`config.mk`:
```
export PLATFORM = sky130hd
export DESIGN_NAME = sg_engine
export DESIGN_NICKNAME = d
export VERILOG_FILES = /design/src/rtl/sg_engine.sv
export SDC_FILE = /design/constraint.sdc
export NUM_CORES = 1
export LEC_CHECK = 0
export CAP_MARGIN = 30
export CELL_PAD_IN_SITES_DETAIL_PLACEMENT = 0
export CELL_PAD_IN_SITES_GLOBAL_PLACEMENT = 1
export CORE_ASPECT_RATIO = 1.2
export CORE_UTILIZATION = 35
export DETAILED_ROUTE_END_ITERATION = 10
export PLACE_DENSITY_LB_ADDON = 0.1
export SYNTH_ARGS = -nofsm -noshare
export SYNTH_HDL_FRONTEND = slang
export SYNTH_SLANG_ARGS = --single-unit
export TNS_END_PERCENT = 50
```
`constraint.sdc`:
```
create_clock -name clk -period 3.8 [get_ports clk]
set_input_delay 0.57 -clock clk [delete_from_list [all_inputs] [get_ports clk]]
set_output_delay 0.57 -clock clk [all_outputs]
set_load 0.05 [all_outputs]
```
`src/rtl/sg_engine.sv`:
```
// Scatter/gather engine: walks an index stream, issues one memory request per element
// at base + (index << ELEM_SHIFT). Optional bounds check enabled by SG_BOUNDS_CHECK_EN.
module sg_engine #(
  parameter int unsigned ADDR_W     = 32,
  parameter int unsigned DATA_W     = 32,
  parameter int unsigned IDX_W      = 32,
  parameter int unsigned LEN_W      = 8,
  parameter int unsigned ELEM_SHIFT = 2,
  parameter int unsigned IDX_LIMIT  = 1024
) (
  input  logic              clk,
  input  logic              rst,
  input  logic              cmd_valid,
  output logic              cmd_ready,
  input  logic              cmd_mode,
  input  logic [ADDR_W-1:0] cmd_base,
  input  logic [LEN_W-1:0]  cmd_len,
  input  logic              idx_valid,
  output logic              idx_ready,
  input  logic [IDX_W-1:0]  idx_data,
  input  logic              wr_valid,
  output logic              wr_ready,
  input  logic [DATA_W-1:0] wr_data,
  output logic              mem_req_valid,
  input  logic              mem_req_ready,
  output logic              mem_req_we,
  output logic [ADDR_W-1:0] mem_req_addr,
  output logic [DATA_W-1:0] mem_req_wdata,
  input  logic              mem_rsp_valid,
  input  logic [DATA_W-1:0] mem_rsp_rdata,
  output logic              out_valid,
  input  logic              out_ready,
  output logic [DATA_W-1:0] out_data,
  output logic              busy,
  output logic              done,
  output logic              oob_err
);

  typedef enum logic [2:0] {S_IDLE, S_FETCH, S_REQ, S_RSP, S_OUT, S_DONE} state_t;

`ifdef SG_BOUNDS_CHECK_EN
  localparam bit BOUNDS_EN = 1'b1;
`else
  localparam bit BOUNDS_EN = 1'b0;
`endif

  state_t              r_state, w_next;
  logic                r_mode;
  logic [ADDR_W-1:0]   r_base;
  logic [LEN_W-1:0]    r_len;
  logic [LEN_W-1:0]    r_cnt;
  logic [ADDR_W-1:0]   r_addr;
  logic                r_we;
  logic [DATA_W-1:0]   r_wdata;
  logic [DATA_W-1:0]   r_rdata;
  logic                r_oob;

  logic                w_cmd_fire;
  logic                w_idx_fire;
  logic                w_last;
  logic                w_oob;
  logic [ADDR_W-1:0]   w_addr;

  // Zero-extend (or truncate) the index first; the sum then wraps modulo 2^ADDR_W.
  assign w_addr = r_base + (ADDR_W'(idx_data) << ELEM_SHIFT);
  assign w_last = (r_cnt == r_len - LEN_W'(1));
  assign w_oob  = BOUNDS_EN && ({1'b0, idx_data} >= (IDX_W+1)'(IDX_LIMIT));

  always_comb begin
    w_next     = r_state;
    cmd_ready  = 1'b0;
    idx_ready  = 1'b0;
    wr_ready   = 1'b0;
    w_cmd_fire = 1'b0;
    w_idx_fire = 1'b0;
    case (r_state)
      S_IDLE: begin
        cmd_ready  = !rst;
        w_cmd_fire = cmd_valid && !rst;
        if (w_cmd_fire) w_next = (cmd_len == '0) ? S_DONE : S_FETCH;
      end
      S_FETCH: begin
        if (!r_mode) begin
          idx_ready  = 1'b1;
          w_idx_fire = idx_valid;
        end else begin
          // Scatter consumes index and data together so neither stream runs ahead.
          idx_ready  = idx_valid && wr_valid;
          wr_ready   = idx_valid && wr_valid;
          w_idx_fire = idx_valid && wr_valid;
        end
        if (w_idx_fire) begin
          if (!w_oob)      w_next = S_REQ;
          else if (!r_mode) w_next = S_OUT;
          else             w_next = w_last ? S_DONE : S_FETCH;
        end
      end
      S_REQ: begin
        if (mem_req_ready) begin
          if (r_mode) w_next = w_last ? S_DONE : S_FETCH;
          else        w_next = S_RSP;
        end
      end
      S_RSP:   if (mem_rsp_valid) w_next = S_OUT;
      S_OUT:   if (out_ready) w_next = w_last ? S_DONE : S_FETCH;
      S_DONE:  w_next = S_IDLE;
      default: w_next = S_IDLE;
    endcase
  end

  always_ff @(posedge clk) begin
    if (rst) r_state <= S_IDLE;
    else     r_state <= w_next;
  end

  always_ff @(posedge clk) begin
    if (rst) begin
      r_mode  <= 1'b0;
      r_base  <= '0;
      r_len   <= '0;
      r_cnt   <= '0;
      r_addr  <= '0;
      r_we    <= 1'b0;
      r_wdata <= '0;
      r_rdata <= '0;
      r_oob   <= 1'b0;
    end else begin
      if (w_cmd_fire) begin
        r_mode <= cmd_mode;
        r_base <= cmd_base;
        r_len  <= cmd_len;
        r_cnt  <= '0;
        r_oob  <= 1'b0;
      end
      if (w_idx_fire) begin
        if (!w_oob) begin
          r_addr  <= w_addr;
          r_we    <= r_mode;
          r_wdata <= r_mode ? wr_data : '0;
        end else begin
          // Out-of-range element: gather emits zero data, scatter drops the data.
          r_oob <= 1'b1;
          if (!r_mode) r_rdata <= '0;
          else         r_cnt   <= r_cnt + LEN_W'(1);
        end
      end
      if (r_state == S_REQ && mem_req_ready && r_mode) r_cnt <= r_cnt + LEN_W'(1);
      if (r_state == S_RSP && mem_rsp_valid) r_rdata <= mem_rsp_rdata;
      if (r_state == S_OUT && out_ready) r_cnt <= r_cnt + LEN_W'(1);
    end
  end

  assign busy          = (r_state != S_IDLE);
  assign done          = (r_state == S_DONE);
  assign mem_req_valid = (r_state == S_REQ);
  assign out_valid     = (r_state == S_OUT);
  assign mem_req_addr  = r_addr;
  assign mem_req_we    = r_we;
  assign mem_req_wdata = r_wdata;
  assign out_data      = r_rdata;
  assign oob_err       = r_oob;

endmodule

```
# == Yosys cells after proc, flatten, opt, wreduce, memory -nomap -nowiden ==
# Index checks and enable logic that the tools add are counted.
# word_totals
ff_bits,149
input_bits,145
output_inout_bits,105
word_cells,57
# classes
n_mux,22
n_addsub,3
n_reduce_logical,12
eq_ne,11
# ops
cell,count
adder 32 bit,1
two-way mux 32 bit,1
two-way mux 3 bit,8
two-way mux 8 bit,3
case mux 3 bit (5 select lines),1
two-way mux 1 bit,9
"adder 8 x 1 -> 8 bit, second input constant",1
== test 8 bit,1
zero test 8 bit,1
"subtractor 8 x 1 -> 8 bit, second input constant",1
"== test 3 x 2 -> 1 bit, second input constant",2
"== test 3 bit, second input constant",2
logical AND 1 bit,6
"!= test 2 bit, second input constant",3
nonzero test 3 bit,2
AND reduction 5 bit,1
"!= test 2 x 1 -> 1 bit, second input constant",2
"== test 3 x 1 -> 1 bit, second input constant",1
zero test 3 bit,1
zero test 1 bit,1

# == Logic depth before layout (Yosys ltp) ==
# Gate-level depths: netlist of the first run.
# logic_depth
word_depth,6
ltp_mapped,11
depth_no_buf,11

# == Worst setup path after synthesis of the first run ==
# OpenSTA, ideal clock, no wires.
# synth_path
path_kind,register to register
start,register r_state[1]
end,"register r_wdata[22], in the netlist mem_req_wdata[22]"
period_less_slack_ps,3294
stages_incl_launch_ff,8
arrival_time_ps,3233
n_path_buf,3
required_time_ps,3740
setup_time_ps,60
slack_ps,506
cell_sequence,dfxtp_1 clkbuf_1 nand2b_1 nor4b_1 nor2b_1 clkbuf_1 clkbuf_1 a22o_1
# synth_via
elab_chain_cells,2
# synth_lines
item,line,rtl
start: declaration,47,"state_t r_state, w_next;"
start signal: assignment,113,else r_state <= w_next;
== test 3 x 1 -> 1 bit,76,case (r_state)
two-way mux 1 bit,76,
end signal: assignment,139,r_wdata <= r_mode ? wr_data : '0;
end: declaration,54,logic [DATA_W-1:0] r_wdata;
# Every way passes these cells.
# A chain may end at the register's enable or synchronous reset.

# == Final worst setup path of the first run ==
# layout_path
start,register r_state[0]
end,output port wr_ready
# layout_via
elab_chain_cells,2
# layout_lines
item,line,rtl
== test 3 x 1 -> 1 bit,76,
two-way mux 1 bit,76,
end: declaration,22,"output logic wr_ready,"
# Every way passes these cells.

==> results_dict.tcl, run 1 <==
set metrics [dict create \
    fmax_ghz 0.308 \
    crit_slowest_cell "clkdlybuf4s50_1" \
    clock_path_buffers 2 \
    finClkSkew_ns 0.0121 \
    port-buffer-count 246 \
    path_max_fanout 15 \
    r2r-start "r_base[2]$_SDFFE_PP0P_" \
    syn_inst 861 \
    tns_ns 0 \
    slew_headroom 0.494 \
    grt_pass1_vias 6350 \
    numPlacedInstances 1324 \
    dieWidth_um 132 \
    core_sq_um 19700 \
    hold-path-cell-count 2 \
    boundaryPins 250 \
    endpoint_kind "primary output" \
    grt_max_degree 68 \
    clk_transition_reported_paths_ns 0.07 \
    maxCapViolCount 0 \
    min_period_ns 3.25 \
    drive_above_1_share 0.0493 \
    crit_start "r_state[0]$_SDFFE_PP0P_" \
    cp.required_ns 3.23 \
    dpl_cell_area_sq_um 9800 \
    p_per_area_nw_per_um2 408 \
    startpoint_type "register" \
    crit_type "register to primary output" \
    yosysWarnings 0 \
    fp.dieH_um 158 \
    gp_congestion 0.840 \
    setup_viol 0 \
    maxSlewViolCount 0 \
    worstHoldStart "out_data[17]$_SDFFE_PP0P_" \
    design_area_sq_um 10400 \
    insertion_delay_ns 0.43 \
    synth.net_count 1038 \
    crit_arrival_ns 2.68 \
    grt_usage 0.206 \
    drc 0 \
    synth_edf_count 0 \
    rsz0062_at_grt "false" \
    finalHoldWorstSlack_ns 0.453 \
    cts_setup_buffers 0 \
    initial_core_util 0.360 \
    wl_per_cell_um 15.7 \
    grt-ovfl-total 0 \
    viasPerCell 4.94 \
    worst_pin_slew_ns 0.756 \
    cts_inserted_buffers 17 \
    slowest_delay_ns 0.91 \
    vias 6703 \
    drtPass1Iterations 4 \
    hpwlAfterDp_mm 15.6 \
    dieArea_sq_um 20800 \
    cts_tree "done" \
    crit_chain "nand2b_1 -> nor4b_1 -> clkdlybuf4s50_1" \
    async_flop_share 0 \
    layout_common_cells "245 x clkdlybuf4s50_1, 169 x nand2_1, 149 x dfxtp_1" \
    finalHoldViolations 0 \
    leakagePower_nw 3.82 \
    final_cells 1358 \
    ir_worst_vdd_mv 0.372 \
    min_period_over_period 0.855 \
    syn_avg_cell_area_sq_um 8.24 \
    clockRootBuffer "clkbuf_16" \
    syn_area_sq_um 7090 \
    hold_path_class "register to register" \
    synth-seq-cells 149 \
    finalWirelength_mm 21.3 \
    ys_seq_area_frac 0.421 \
    ff2ff_path_depth 12 \
    cts-htree-levels 4 \
    ys_types 59 \
    drt_iter0_drc 327 \
    ant_nets 0 \
    status "completed" \
    fin_nets 1259 \
    yosys_most_used_dff "dfxtp_1" \
    final_common_cell "clkdlybuf4s50_1" \
    cts_resized 0 \
    antenna_found_initial 2 \
    rows 56 \
    grt_pass1_wl_mm 33.4 \
    syn_to_final_growth_pct 46.7 \
    numClockSinks 149 \
    postCtsHoldBufs 0 \
]
Yosys cell counts (3+ instances only):
cell,count,area [sq um]
a2111oi_0,3,26.3
a211oi_1,13,97.6
a21o_1,12,90.1
a21oi_1,81,405
a22o_1,31,272
a31oi_1,6,37.5
and3_1,5,31.3
clkbuf_1,53,199
dfxtp_1,149,2980
ha_1,31,388
inv_1,10,37.5
nand2_1,169,634
nand2b_1,43,269
nand3_1,15,75.1
nand3b_1,3,22.5
nand4_1,4,25.0
nor2_1,30,113
nor2b_1,11,68.8
nor3_1,19,95.1
nor3b_1,3,22.5
nor4_1,6,37.5
o21a_1,3,22.5
o21ai_0,69,345
o21ai_1,3,15.0
o21bai_1,3,22.5
o31ai_1,7,52.6
xnor2_1,22,193
xor2_1,16,140
path summary, 6_finish.rpt:
path / endpoint / slack (ns)
hold reg to reg: out_data[17]$_SDFFE_PP0P_ / 0.45
setup / recovery: wr_ready / 0.55
hold / removal: out_data[17]$_SDFFE_PP0P_ / 0.45
setup reg to reg: mem_req_addr[26]$_SDFFE_PP0P_ / 0.96
critical path: cells and delay by family, from the launching register on:
kind	cells	cell delay (ns)
buffers and inverters	1	0.91
and+or+nand+nor	2	0.68
DFF	1	0.65
metal layers:
metal / GRT usage / wire [um] / up-vias
li1: - / - / 3455
met1: 0.246 / 9340 / 3036
met2: 0.359 / 10400 / 194
met3: 0.0490 / 1250 / 18
met4: 0.0725 / 291 / 0
met5: 0 / 0 / -
power breakdown:
part           internal [mW]  total, mW  switching [mW]
Sequential              1.63       1.69          0.0546
Clock                  0.889       1.69           0.799
Combinational          0.397      0.875           0.478
Total                   2.92       4.25            1.33
cell type report:
type | instances | area [sq um]
antenna | 2 | 5.00
clock buffer | 17 | 425
clock inverter | 15 | 176
fill | 1932 | 9280
inverter | 10 | 37.5
multi-input combinational | 647 | 3880
sequential | 149 | 2980
tap | 261 | 327
timing repair buffer | 257 | 2570
registers in the layout (all words and copies together), names as in the netlist:
| register | flops |
|---|---|
| mem_req_addr | 32 |
| r_state | 3 |
| mem_req_we | 1 |
| r_len | 8 |
| r_cnt | 8 |
| out_data | 32 |
| r_base | 32 |
| mem_req_wdata | 32 |
| r_mode | 1 |
per-stage QoR:
step	utilization	setup WS, ns	power (mW)
after floorplan	-	0.506	2.25
after global placement	0.496	0.323	2.59
after detailed placement	0.498	0.237	2.60
after CTS	0.528	0.492	4.31
after global routing	0.529	0.417	4.46
final	0.529	0.552	4.25
cell families after synthesis:
kind of cell               count (synthesis)  synth area share
AOI/OAI and AO/OA                        250             0.218
xor gates and xnor gates                  38            0.0469
adders and majority gates                 32            0.0575
buffers and inverters                     65            0.0349
DFF                                      149             0.421
muxes                                      4           0.00758
other                                      1          0.000529
and+or+nand+nor                          322             0.214
Power figures use the tool's default switching activity.
==> run 2: changes to the inputs <==
--- a/config.mk
+++ b/config.mk
@@ -9,10 +9,10 @@
 export CELL_PAD_IN_SITES_DETAIL_PLACEMENT = 0
 export CELL_PAD_IN_SITES_GLOBAL_PLACEMENT = 1
 export CORE_ASPECT_RATIO = 1.2
+export CORE_MARGIN = 5
 export CORE_UTILIZATION = 35
 export DETAILED_ROUTE_END_ITERATION = 10
 export PLACE_DENSITY_LB_ADDON = 0.1
 export SYNTH_ARGS = -nofsm -noshare
 export SYNTH_HDL_FRONTEND = slang
 export SYNTH_SLANG_ARGS = --single-unit
-export TNS_END_PERCENT = 50
==> run 2 against run 1 <==
Effect of this change: maximum frequency rose by 0.34%; first-iteration DRC count fell by 27%; final cell count barely moved; combinational power fell by 0.5%; highest routed layer unchanged; hold slack got worse by 0.0015 ns; power fell by 0.31%; clock skew fell by 0.0010 ns; critical path depth did not move; clock power barely moved; worst setup slack improved by 0.011 ns.
==> results_dict.tcl, run 2 (synthesis gave the netlist of run 1 again) <==
set metrics [dict create \
    p_per_area_nw_per_um2 408 \
    maxCapViolCount 0 \
    grt_pass1_vias 6420 \
    crit_arrival_ns 2.67 \
    pwr-share-seq 0.398 \
    rows 57 \
    postCtsHoldBufs 0 \
    boundaryPins 250 \
    maxSlewViolCount 0 \
    grt_usage 0.180 \
    slew_headroom 0.459 \
    cts-htree-levels 4 \
    hold_path_class "register to register" \
    crit_type "register to primary output" \
    finalHoldWorstSlack_ns 0.452 \
    power_mw 4.24 \
    worst_pin_slew_ns 0.811 \
    antennaDiodeCount 0 \
    dpl_cell_area_sq_um 9790 \
    path_max_fanout 15 \
    p_sw_mw 1.28 \
    r2r-start "r_base[2]$_SDFFE_PP0P_" \
    gp_congestion 0.840 \
    antenna_found_initial 0 \
    tns_ns 0 \
    ir_worst_vdd_mv 0.309 \
    status "completed" \
    hold-path-cell-count 2 \
    rr_endpoint "mem_req_addr[30]$_SDFFE_PP0P_" \
    finalHoldViolations 0 \
    fp.dieH_um 166 \
    swShare 0.302 \
    setup_viol 0 \
    syn_to_final_growth_pct 46.3 \
    design_area_sq_um 10400 \
    cp.required_ns 3.23 \
    drive_above_1_share 0.0484 \
    clk_transition_reported_paths_ns 0.06 \
    leakagePower_nw 3.80 \
    drt_iter0_drc 239 \
    viasPerCell 4.92 \
    fillCellCount 1987 \
    clock_path_buffers 2 \
    wl_per_cell_um 15.9 \
    rsz0062_at_grt "false" \
    core_sq_um 20100 \
    initial_core_util 0.353 \
    layout_common_cells "245 x clkdlybuf4s50_1, 169 x nand2_1, 149 x dfxtp_1" \
    power_frac_comb 0.206 \
    rrSetupSlack_ns 0.97 \
    intPower_mw 2.96 \
    endpoint_kind "primary output" \
    register_area_sq_um 2980 \
    cts_resized 0 \
    cts_setup_buffers 0 \
    finalWirelength_mm 21.6 \
    final_common_cell "clkdlybuf4s50_1" \
    ant_nets 0 \
    hpwlAfterDp_mm 16.3 \
    grt_pass1_wl_mm 33.9 \
    startpoint_type "register" \
    drc 0 \
    multi_input_area_sq_um 3880 \
    grt_max_degree 83 \
    insertion_delay_ns 0.43 \
    finClkSkew_ns 0.0111 \
    ff2ff_path_depth 12 \
    hold_end "out_data[13]$_SDFFE_PP0P_" \
    port-buffer-count 246 \
    dieArea_sq_um 23200 \
    min_period_over_period 0.852 \
    min_period_ns 3.24 \
    worstHoldStart "out_data[13]$_SDFFE_PP0P_" \
    fin_nets 1258 \
    numClockSinks 149 \
    drtPass1Iterations 5 \
    dieWidth_um 140 \
    clockRootBuffer "clkbuf_16" \
    grt-ovfl-total 0 \
    cts_inserted_buffers 17 \
    cts_tree "done" \
    fmax_ghz 0.309 \
    vias 6689 \
    p_clk_frac 0.397 \
]
==> run 2: final cells by class <==
class / count / share of cell area
clock buffer: 17 / 0.0410
clock inverter: 15 / 0.0151
inverter: 10 / 0.00362
multi-input combinational: 647 / 0.374
sequential: 149 / 0.288
tap: 265 / 0.0320
timing repair buffer: 256 / 0.247
==> run 2: routing by layer <==
metal / track usage / routed length [um]
met3: 0.0412 / 1180
met1: 0.220 / 9570
met4: 0.0501 / 315
met2: 0.316 / 10500
met5: 0 / 0
==> run 2: worst max path at each step <==
stage	from	end	cells after the start
2_1_floorplan	r_state[1]$_SDFFE_PP0P_	mem_req_wdata[22]$_SDFFE_PP0P_	7
3_3_place_gp	idx_data[0]	mem_req_addr[30]$_SDFFE_PP0P_	13
3_5_place_dp	idx_data[0]	mem_req_addr[26]$_SDFFE_PP0P_	13
4_1_cts	r_state[0]$_SDFFE_PP0P_	wr_ready	3
5_1_grt	r_state[0]$_SDFFE_PP0P_	wr_ready	3
6_report	r_state[0]$_SDFFE_PP0P_	wr_ready	3
==> run 2: power by group through the flow <==
stage | combinational [mW] | clock, mW | sequential (mW)
2_1_floorplan | 0.465 | 0 | 1.79
3_3_place_gp | 0.869 | 0 | 1.72
3_5_place_dp | 0.875 | 0 | 1.72
4_1_cts | 0.881 | 1.73 | 1.69
5_1_grt | 0.953 | 1.80 | 1.69
6_report | 0.871 | 1.68 | 1.69
==> run 2: critical path, stage by stage, from the launching register on <==
cell,delay (ns)
dfxtp_1,0.63
nand2b_1,0.24
nor4b_1,0.47
clkdlybuf4s50_1,0.91
==> run 2: stage by stage <==
step | utilization | cells | setup WS, ns
after floorplan | - | 861 | 0.506
after global placement | 0.486 | 1326 | 0.272
after detailed placement | 0.487 | 1327 | 0.243
after CTS | 0.516 | 1359 | 0.523
after global routing | 0.516 | 1359 | 0.372
final | 0.516 | 1359 | 0.563
